===== src/rtl/rv32_mem_pkg.sv =====
// rv32_mem_pkg: shared encodings for the RV32I MEM-stage load/store unit.
//   - load/store type encodings driven by the EX/MEM seg reg
//   - load/store FSM state enum
//   - byte-lane write-enable masks
//   - misalignment helper used by the top
package rv32_mem_pkg;

    typedef enum logic [2:0] {
        LD_NONE = 3'd0,
        LD_LB   = 3'd1,
        LD_LH   = 3'd2,
        LD_LW   = 3'd3,
        LD_LBU  = 3'd4,
        LD_LHU  = 3'd5
    } load_type_e;

    typedef enum logic [1:0] {
        ST_NONE = 2'd0,
        ST_SB   = 2'd1,
        ST_SH   = 2'd2,
        ST_SW   = 2'd3
    } store_type_e;

    typedef enum logic {
        IDLE     = 1'b0,
        WAIT_RSP = 1'b1
    } mem_state_e;

    localparam logic [3:0] LANE_B    = 4'b0001;
    localparam logic [3:0] LANE_H_LO = 4'b0011;
    localparam logic [3:0] LANE_H_HI = 4'b1100;
    localparam logic [3:0] LANE_W    = 4'b1111;

    // Halfwords need addr[0]==0, words need addr[1:0]==0; bytes are always aligned.
    function automatic logic is_misaligned(input logic [2:0] lt,
                                           input logic [1:0] st,
                                           input logic [1:0] a);
        logic half;
        logic word;
        half = (lt == LD_LH) || (lt == LD_LHU) || (st == ST_SH);
        word = (lt == LD_LW) || (st == ST_SW);
        return (half && a[0]) || (word && (a != 2'b00));
    endfunction

endpackage


===== src/rtl/mem_load_ext.sv =====
// mem_load_ext: combinational load data aligner / extender.
// Ports:
//   rsp_data   in  32  raw word returned by data memory
//   addr_lo    in  2   byte offset of the load address
//   load_type  in  3   load encoding (rv32_mem_pkg)
//   load_data  out 32  selected byte/half/word, sign- or zero-extended
module mem_load_ext
    import rv32_mem_pkg::*;
(
    input  logic [31:0] rsp_data,
    input  logic [1:0]  addr_lo,
    input  logic [2:0]  load_type,
    output logic [31:0] load_data
);

    logic [7:0]  byte_sel;
    logic [15:0] half_sel;

    always_comb begin
        case (addr_lo)
            2'd0:    byte_sel = rsp_data[7:0];
            2'd1:    byte_sel = rsp_data[15:8];
            2'd2:    byte_sel = rsp_data[23:16];
            default: byte_sel = rsp_data[31:24];
        endcase
        half_sel = addr_lo[1] ? rsp_data[31:16] : rsp_data[15:0];

        case (load_type)
            LD_LB:   load_data = {{24{byte_sel[7]}}, byte_sel};
            LD_LBU:  load_data = {24'h000000, byte_sel};
            LD_LH:   load_data = {{16{half_sel[15]}}, half_sel};
            LD_LHU:  load_data = {16'h0000, half_sel};
            LD_LW:   load_data = rsp_data;
            default: load_data = '0;
        endcase
    end

endmodule


===== src/rtl/mem_access_unit.sv =====
// mem_access_unit: MEM-stage load/store unit of the RV32I core.
// Drives a valid/ready data-memory port, aligns/extends load data, stalls the
// pipeline while an access is pending and holds the MEM/WB seg reg.
// Ports:
//   clk, rst_n                     clock, async active-low reset
//   bubbleW, flushW                WB seg-reg hold / clear
//   load_type_MEM, store_type_MEM  access type (rv32_mem_pkg encodings)
//   addr_MEM, store_data_MEM       byte address, unshifted store data
//   result_MEM, reg_dest_MEM       non-load writeback value, destination reg
//   dmem_req_*                     request channel (valid/ready, addr, we, wdata)
//   dmem_rsp_valid, dmem_rsp_data  load response
//   stall_mem                      hold IF..MEM, bubble into WB
//   misalign_exc, bus_err          1-cycle exception pulses
//   reg_dest_WB, data_WB, reg_write_WB  MEM/WB seg reg outputs
module mem_access_unit
    import rv32_mem_pkg::*;
#(
    parameter int unsigned TIMEOUT = 255,
    parameter int unsigned CNT_W   = $clog2(TIMEOUT + 1)
) (
    input  logic        clk,
    input  logic        rst_n,
    input  logic        bubbleW,
    input  logic        flushW,
    input  logic [2:0]  load_type_MEM,
    input  logic [1:0]  store_type_MEM,
    input  logic [31:0] addr_MEM,
    input  logic [31:0] store_data_MEM,
    input  logic [31:0] result_MEM,
    input  logic [4:0]  reg_dest_MEM,
    output logic        dmem_req_valid,
    input  logic        dmem_req_ready,
    output logic [31:0] dmem_req_addr,
    output logic [3:0]  dmem_req_we,
    output logic [31:0] dmem_req_wdata,
    input  logic        dmem_rsp_valid,
    input  logic [31:0] dmem_rsp_data,
    output logic        stall_mem,
    output logic        misalign_exc,
    output logic        bus_err,
    output logic [4:0]  reg_dest_WB,
    output logic [31:0] data_WB,
    output logic        reg_write_WB
);

    mem_state_e       state;
    logic [CNT_W-1:0] ctr;

    logic        is_load;
    logic        is_store;
    logic        misaligned;
    logic        go;
    logic        store_done;
    logic        rsp_done;
    logic        timeout_fire;
    logic        stall_i;
    logic        req_valid_i;
    logic [3:0]  st_we;
    logic [31:0] st_wdata;
    logic [31:0] ext_data;

    mem_load_ext u_load_ext (
        .rsp_data  (dmem_rsp_data),
        .addr_lo   (addr_MEM[1:0]),
        .load_type (load_type_MEM),
        .load_data (ext_data)
    );

    always_comb begin
        is_load      = (load_type_MEM != LD_NONE);
        is_store     = (store_type_MEM != ST_NONE);
        misaligned   = (is_load || is_store) &&
                       is_misaligned(load_type_MEM, store_type_MEM, addr_MEM[1:0]);
        go           = (is_load || is_store) && !misaligned;
        store_done   = (state == IDLE) && go && is_store && dmem_req_ready;
        rsp_done     = (state == WAIT_RSP) && dmem_rsp_valid;
        timeout_fire = (state == WAIT_RSP) && !dmem_rsp_valid && (ctr == CNT_W'(TIMEOUT - 1));
        stall_i      = go && !store_done && !rsp_done && !timeout_fire;
        req_valid_i  = rst_n && (state == IDLE) && go;
    end

    // Store lane formatter: data is replicated across lanes, we selects the lanes.
    always_comb begin
        st_we    = '0;
        st_wdata = '0;
        case (store_type_MEM)
            ST_SB: begin
                st_we    = LANE_B << addr_MEM[1:0];
                st_wdata = {4{store_data_MEM[7:0]}};
            end
            ST_SH: begin
                st_we    = addr_MEM[1] ? LANE_H_HI : LANE_H_LO;
                st_wdata = {2{store_data_MEM[15:0]}};
            end
            ST_SW: begin
                st_we    = LANE_W;
                st_wdata = store_data_MEM;
            end
            default: ;
        endcase
    end

    // Outputs are forced low while rst_n is asserted.
    always_comb begin
        dmem_req_valid = req_valid_i;
        dmem_req_addr  = req_valid_i ? {addr_MEM[31:2], 2'b00} : '0;
        dmem_req_we    = req_valid_i ? st_we : '0;
        dmem_req_wdata = (req_valid_i && is_store) ? st_wdata : '0;
        stall_mem      = rst_n && stall_i;
        misalign_exc   = rst_n && misaligned;
        bus_err        = rst_n && timeout_fire;
    end

    always_ff @(posedge clk or negedge rst_n) begin
        if (!rst_n) begin
            state <= IDLE;
            ctr   <= '0;
        end else begin
            case (state)
                IDLE: begin
                    if (go && is_load && dmem_req_ready) begin
                        state <= WAIT_RSP;
                        ctr   <= '0;
                    end
                end
                WAIT_RSP: begin
                    if (dmem_rsp_valid || timeout_fire) begin
                        state <= IDLE;
                    end else begin
                        ctr <= ctr + 1'b1;
                    end
                end
                default: state <= IDLE;
            endcase
        end
    end

    always_ff @(posedge clk or negedge rst_n) begin
        if (!rst_n) begin
            reg_dest_WB  <= '0;
            data_WB      <= '0;
            reg_write_WB <= 1'b0;
        end else if (!bubbleW) begin
            if (flushW || stall_i) begin
                reg_dest_WB  <= '0;
                data_WB      <= '0;
                reg_write_WB <= 1'b0;
            end else begin
                reg_dest_WB  <= reg_dest_MEM;
                data_WB      <= is_load ? ext_data : result_MEM;
                reg_write_WB <= (reg_dest_MEM != 5'd0) && !misaligned && !timeout_fire;
            end
        end
    end

endmodule


===== config.mk =====
export PLATFORM = sky130hd
export DESIGN_NAME = mem_access_unit
export DESIGN_NICKNAME = d
export VERILOG_FILES = /design/src/rtl/rv32_mem_pkg.sv /design/src/rtl/mem_load_ext.sv /design/src/rtl/mem_access_unit.sv
export SDC_FILE = /design/constraint.sdc
export NUM_CORES = 1
export LEC_CHECK = 0
export CORE_ASPECT_RATIO = 0.8
export CORE_MARGIN = 2
export CORE_UTILIZATION = 41
export CTS_BUF_LIST = sky130_fd_sc_hd__clkbuf_4
export DETAILED_ROUTE_END_ITERATION = 6
export PLACE_DENSITY_LB_ADDON = 0.25
export SYNTH_ARGS = -nofsm -noshare
export SYNTH_HDL_FRONTEND = slang
export SYNTH_SLANG_ARGS = --single-unit

===== constraint.sdc =====
create_clock -name clk -period 4.6 [get_ports clk]
set_input_delay 1.38 -clock clk [delete_from_list [all_inputs] [get_ports clk]]
set_output_delay 1.38 -clock clk [all_outputs]
set_load 0.005 [all_outputs]

==> flow_summary.json, run 1 <==
{
  "grt_pass1_vias": 4891,
  "yosys.area_share.adder": 0.00627,
  "clk_latency_ns": 0.38,
  "p_per_area_nw_per_um2": 186,
  "arrival_ns": 3.11,
  "yosysTopAreaCellShare": 0.294,
  "antenna_found_initial": 1,
  "clockBufferDepth": 2,
  "htreeDepth": 2,
  "yosys.area.top_type": "dfrtp_1",
  "syn_area_per_cell_um2": 7.86,
  "fp.coreArea_um2": 9570,
  "start_util": 0.417,
  "vias": 5113,
  "nNetsFinal": 903,
  "worst_slew_pin_slew_ns": 0.975,
  "status": "finished, final reports clean",
  "yosysWarnings": 0,
  "firstDrtPassIters": 6,
  "dp_hpwl_um": 12800,
  "grtUsageTotal": 0.298,
  "row_count": 32,
  "drt_iter0_drc": 449,
  "synth-simple-area-share": 0.238,
  "hold_viol_final": 0,
  "fin_crit_sh": 0.975,
  "p_total_mw": 1.25,
  "hold_path_class": "flop to flop",
  "syn_inst": 508,
  "path_clk_slew_ns": 0.16,
  "rsz0062_at_grt": "false",
  "synth-edff-count": 0,
  "grt_max_degree": 38,
  "synthesis.area_um2": 3990,
  "synth-compound-area-share": 0.336,
  "cts.sinks": 47,
  "drv_slew": 0,
  "fin_worst_skew_ns": 0.0156,
  "ys_ff_latch": 47,
  "ys.flop_type": "dfrtp_1",
  "setup_viol": 0,
  "die_area_um2": 10600,
  "cts_hold_buf": 0,
  "dieHeight_um": 92.3,
  "cts_tree": "done",
  "cts_root_buf": "clkbuf_4",
  "wl_um": 16400,
  "via_per_inst": 5.82,
  "synth_area_leaders": "dfrtp_1 (29%), and2_1 (6.1%), nand2_1 (5.3%), o21ai_0 (4.3%), nor2_1 (4.0%)",
  "ios": 254,
  "cts_made_buffers": 5,
  "crit_fanout": 3,
  "slew-limit-headroom": 0.348,
  "cp.required_ns": 3.22,
  "ys_async_sr_fraction": 1.00,
  "worstSetupStartpointType": "input pin",
  "die_w_um": 114,
  "ir_worst_vdd_mv": 0.138,
  "period_needed_ns": 4.49,
  "drc_errors": 0,
  "synthMuxAreaShare": 0.0332,
  "cellLeakagePower_nw": 3.05,
  "worstSetupPathType": "input pin to primary output",
  "final_common_cell": "clkdlybuf4s50_1",
  "grt_pass1_wl_um": 24900,
  "wl_per_cell_um": 18.7,
  "cp-end-kind": "primary output",
  "synth_cell_type_count": 54,
  "portBuffers": 251,
  "syn_to_final_growth_pct": 68.1,
  "synth-xor-area-share": 0.0154,
  "ant_nets": 0,
  "drive_gt1_frac": 0.0937,
  "overflow": 0,
  "final_cell_mix": "clkdlybuf4s50_1 (177), dlygate4sd2_1 (71), nand2_1 (56)",
  "fin_util": 0.701,
  "gp_congestion": 0.912,
  "fmax_ghz": 0.223,
  "ys_seq_area_frac": 0.294,
  "cap_violations": 0,
  "synth_top_family_by_area": "compound AO/OA/AOI/OAI gates"
}
cell families (layout without fill, tap and decap cells):
| group | after synthesis | after routing |
|---|---|---|
| buffers and inverters | 63 | 312 |
| flip-flops | 47 | 47 |
| XOR/XNOR | 7 | 7 |
| other | 1 | 3 |
| AO/OA/AOI/OAI | 188 | 188 |
| multiplexers | 12 | 12 |
| AND/OR/NAND/NOR | 188 | 188 |
| adder cells (fa/ha/maj) | 2 | 2 |
power breakdown:
group          leakage (nW)  total, mW  internal (mW)  switching [mW]
Clock                0.0360      0.219         0.0632           0.155
Combinational          2.38      0.558          0.311           0.247
Sequential            0.629      0.473          0.448          0.0247
final cells by class:
type / instances / area [µm²]
flip-flops and latches: 47 / 1180
clock inverters: 3 / 22.5
well taps: 119 / 149
clock buffers: 5 / 37.5
fillers: 778 / 2860
multi-input cells: 399 / 2530
diodes: 1 / 2.50
inverters: 17 / 63.8
repair buffers: 287 / 2730
critical path, stage by stage:
cell and delay, ns:
clkdlybuf4s50_1 0.52, buf_4 0.15, a2bb2oi_2 0.05, buf_4 0.13
buf_4 0.13, nand2b_1 0.08, and2_1 0.14, clkdlybuf4s50_1 0.51
registers in the layout, summed over array words and instances, names as in the netlist:
name,cells
reg_write_WB,1
data_WB,32
ctr,8
state,1
reg_dest_WB,5
routing by layer:
layer  global-route usage  wire (µm)
met5                    0          0
met4               0.0843        417
met3               0.0767       1620
met2                0.504       7920
met1                0.376       6490
per-stage QoR:
step	cell area [µm²]	hold WS, ns	instances	setup TNS, ns	setup slack, ns
after global placement	6670	0.466	863	-10.06	-0.226
after CTS	6690	0.508	875	-0.00155	-0.00155
final	6710	0.505	878	0	0.115
after detailed placement	6670	0.471	863	-14.76	-0.360
after floorplan	4000	0.476	509	0	0.683
after global routing	6710	0.536	878	0	0.0136
cells in the mapped netlist (3+ instances only):
cell type   n
mux2i_1    11
nor2_1     43
nand2_1    56
nor2b_1    21
a21oi_1    20
clkbuf_1   19
o21ai_2    10
nor3_1      4
xnor2_1     5
o211ai_1    7
inv_1      17
and2_1     39
a22oi_1    16
a22o_1      8
buf_1       3
dfrtp_1    47
a31oi_1     7
buf_4       9
a211oi_1   16
a221oi_1   15
o21ai_0    34
a32oi_1     7
a21o_1     10
o22ai_1    16
nand2b_1   10
buf_2      13
o32ai_1     7
nand4_1     4
path summary, 6_finish.rpt:
check | from | to | slack, ns | depth (start not counted)
min in group asynchronous | rst_n | data_WB[15] | 1.02 | 2
max reg2reg | ctr[0] | data_WB[18] | 2.17 | 8
max | store_type_MEM[1] | misalign_exc | 0.11 | 8
min | data_WB[25] | data_WB[25] | 0.51 | 2
min reg2reg | data_WB[25] | data_WB[25] | 0.51 | 2
max in group asynchronous | rst_n | reg_dest_WB[4] | 2.84 | 3
timing repair:
action                                  CTS  global route
pin swaps                                 1             1
hold endpoints to repair                  0             0
endpoints found under the setup margin   67             4
gates cloned                              1             0
resized for setup                        78             3
setup buffers                             3             2
Note: power is estimated with default switching activity, not from simulation.
==> run 2: changes to the inputs <==
--- a/config.mk
+++ b/config.mk
@@ -11,6 +11,7 @@
 export CTS_BUF_LIST = sky130_fd_sc_hd__clkbuf_4
 export DETAILED_ROUTE_END_ITERATION = 6
 export PLACE_DENSITY_LB_ADDON = 0.25
+export SKIP_LAST_GASP = 1
 export SYNTH_ARGS = -nofsm -noshare
 export SYNTH_HDL_FRONTEND = slang
 export SYNTH_SLANG_ARGS = --single-unit
==> run 2 against run 1 <==
The run now ends with negative setup slack left. Non-clock buffer count is 6 higher. Core utilization is 2.1 points higher. Global-route usage is 0.13 points higher.
==> flow_summary.json, run 2 (synthesized netlist as in run 1, its figures left out) <==
{
  "drt_iter0_drc": 443,
  "dp_slack_ns": -0.360,
  "fmax_ghz": 0.217,
  "fp.coreArea_um2": 9570,
  "crit_fanout": 8,
  "wl_um": 16700,
  "cp.required_ns": 3.22,
  "final_common_cell": "clkdlybuf4s50_1",
  "grt_max_degree": 38,
  "overflow": 0,
  "top_regs": "data_WB: 32 flops, ctr: 8 flops, reg_dest_WB: 5 flops",
  "p_switching_mw": 0.434,
  "power_frac_comb": 0.456,
  "die_area_um2": 10600,
  "internal_power_mw": 0.840,
  "ios": 254,
  "cts_tree": "done",
  "path_clk_slew_ns": 0.16,
  "via_per_inst": 5.79,
  "period_needed_ns": 4.62,
  "m1WireLength_um": 6540,
  "htreeDepth": 2,
  "final_cell_mix": "clkdlybuf4s50_1 (189), nand2_1 (56), dfrtp_1 (47)",
  "grtUsageTotal": 0.300,
  "pwr-share-clk": 0.173,
  "clk_latency_ns": 0.38,
  "worstSetupStartpointType": "input pin",
  "start_util": 0.417,
  "drc_errors": 0,
  "cts_root_buf": "clkbuf_4",
  "dp_hpwl_um": 12800,
  "setup_viol": 1,
  "ir_worst_vdd_mv": 0.139,
  "clockBufferDepth": 2,
  "cts_made_buffers": 5,
  "hold_viol_final": 0,
  "cp-end-kind": "primary output",
  "worstSetupPathType": "input pin to primary output",
  "drv_slew": 0,
  "status": "finished, violations left",
  "crit_path_max_incr_delay_ns": 0.44,
  "top_register": "data_WB",
  "fin_worst_skew_ns": 0.0123,
  "cellLeakagePower_nw": 3.43,
  "regToRegSetupSlack_ns": 2.17,
  "ant_nets": 0,
  "violations": "negative setup slack",
  "nNetsFinal": 909,
  "vias": 5114,
  "wl_per_cell_um": 18.9,
  "row_count": 32,
  "cp_top_family": "buffers and inverters",
  "netSwitchingFraction": 0.341,
  "crit_chain": "dlygate4sd2_1 > buf_4 > nor3_4 > a21oi_2 > nand4_1 > buf_6 > clkinvlp_4 > clkbuf_16 > and2_1 > clkdlybuf4s50_1",
  "dieHeight_um": 92.3,
  "fin_util": 0.723,
  "top_layer": "met4",
  "fin_crit_sh": 1.00,
  "hold_slack_ns": 0.505,
  "die_w_um": 114,
  "p_per_area_nw_per_um2": 184,
  "portBuffers": 251,
  "cts_hold_buf": 0,
  "largest_register_ffs": 32,
  "grt_pass1_wl_um": 25000,
  "drive_gt1_frac": 0.107,
  "path_buf_inv": 6,
  "grt_pass1_vias": 4926,
  "cts.sinks": 47,
  "finalSetupTns_ns": -0.0187,
  "syn_to_final_growth_pct": 73.2,
  "cap_violations": 0,
  "worst_slew_pin_slew_ns": 0.989,
  "arrival_ns": 3.24,
  "slowest_stage": "clkdlybuf4s50_1",
  "pwr-share-seq": 0.371,
  "timing.final.ws_setup_ns": -0.0187,
  "gp_congestion": 0.912,
  "slew-limit-headroom": 0.339,
  "p_total_mw": 1.27,
  "rsz0062_at_grt": "true",
  "fillCellCount": 730,
  "met2_length_um": 8160,
  "wl_met3_um": 1590,
  "antenna_found_initial": 1,
  "hold_path_class": "flop to flop",
  "firstDrtPassIters": 6
}
## run 2: repair_timing
action | in CTS | in global routing
pin swaps | 1 | 3
resized for setup | 28 | 48
setup endpoints to repair | 67 | 54
endpoints found under the hold margin | 0 | 0
setup buffers | 3 | 6
cloned | 1 | 2
## run 2: power groups by stage
stage	clock network, mW	registers [mW]	logic, mW
after floorplan	0	0.479	0.225
after global placement	0	0.478	0.554
after detailed placement	0	0.480	0.566
after CTS	0.224	0.472	0.568
after global routing	0.239	0.478	0.624
final	0.220	0.473	0.581
## run 2: path summary, 6_finish.rpt
check                                 start                 to  cells past startpoint
hold reg to reg                 data_WB[25]        data_WB[25]                      2
hold / removal                  data_WB[25]        data_WB[25]                      2
max in group asynchronous             rst_n        data_WB[23]                      3
setup / recovery           load_type_MEM[1]  dmem_req_addr[13]                     10
min in group asynchronous             rst_n        data_WB[15]                      2
setup reg to reg                     ctr[0]        data_WB[18]                      8
## run 2: worst reg2reg max path, stage by stage (launching register included)
cell       delay, ns
dfrtp_1         0.43
inv_1           0.06
ha_1            0.19
nand3_1         0.15
nor2_1          0.10
o2bb2ai_1       0.16
buf_4           0.18
o211ai_2        0.76
o21ai_0         0.25
## run 2: final cells by class
cell class              count  area (µm²)  share of cell area
well taps                 119         149              0.0215
inverters                  17        67.6             0.00977
diodes                      1        2.50            0.000362
repair buffers            293        2930               0.423
multi-input cells         399        2530               0.366
clock inverters             3        22.5             0.00326
flip-flops and latches     47        1180               0.170
clock buffers               5        37.5             0.00543
## run 2: per-stage QoR
step	cells	area [µm²]
after floorplan	509	4000
after global placement	863	6670
after detailed placement	863	6670
after CTS	875	6740
after global routing	884	6920
final	884	6920
## run 2: metal layers
layer / vias to the layer above / GRT usage
met3: 41 / 0.0767
met2: 301 / 0.507
met5: - / 0
met4: 0 / 0.0843
li1: 2359 / -
met1: 2413 / 0.378
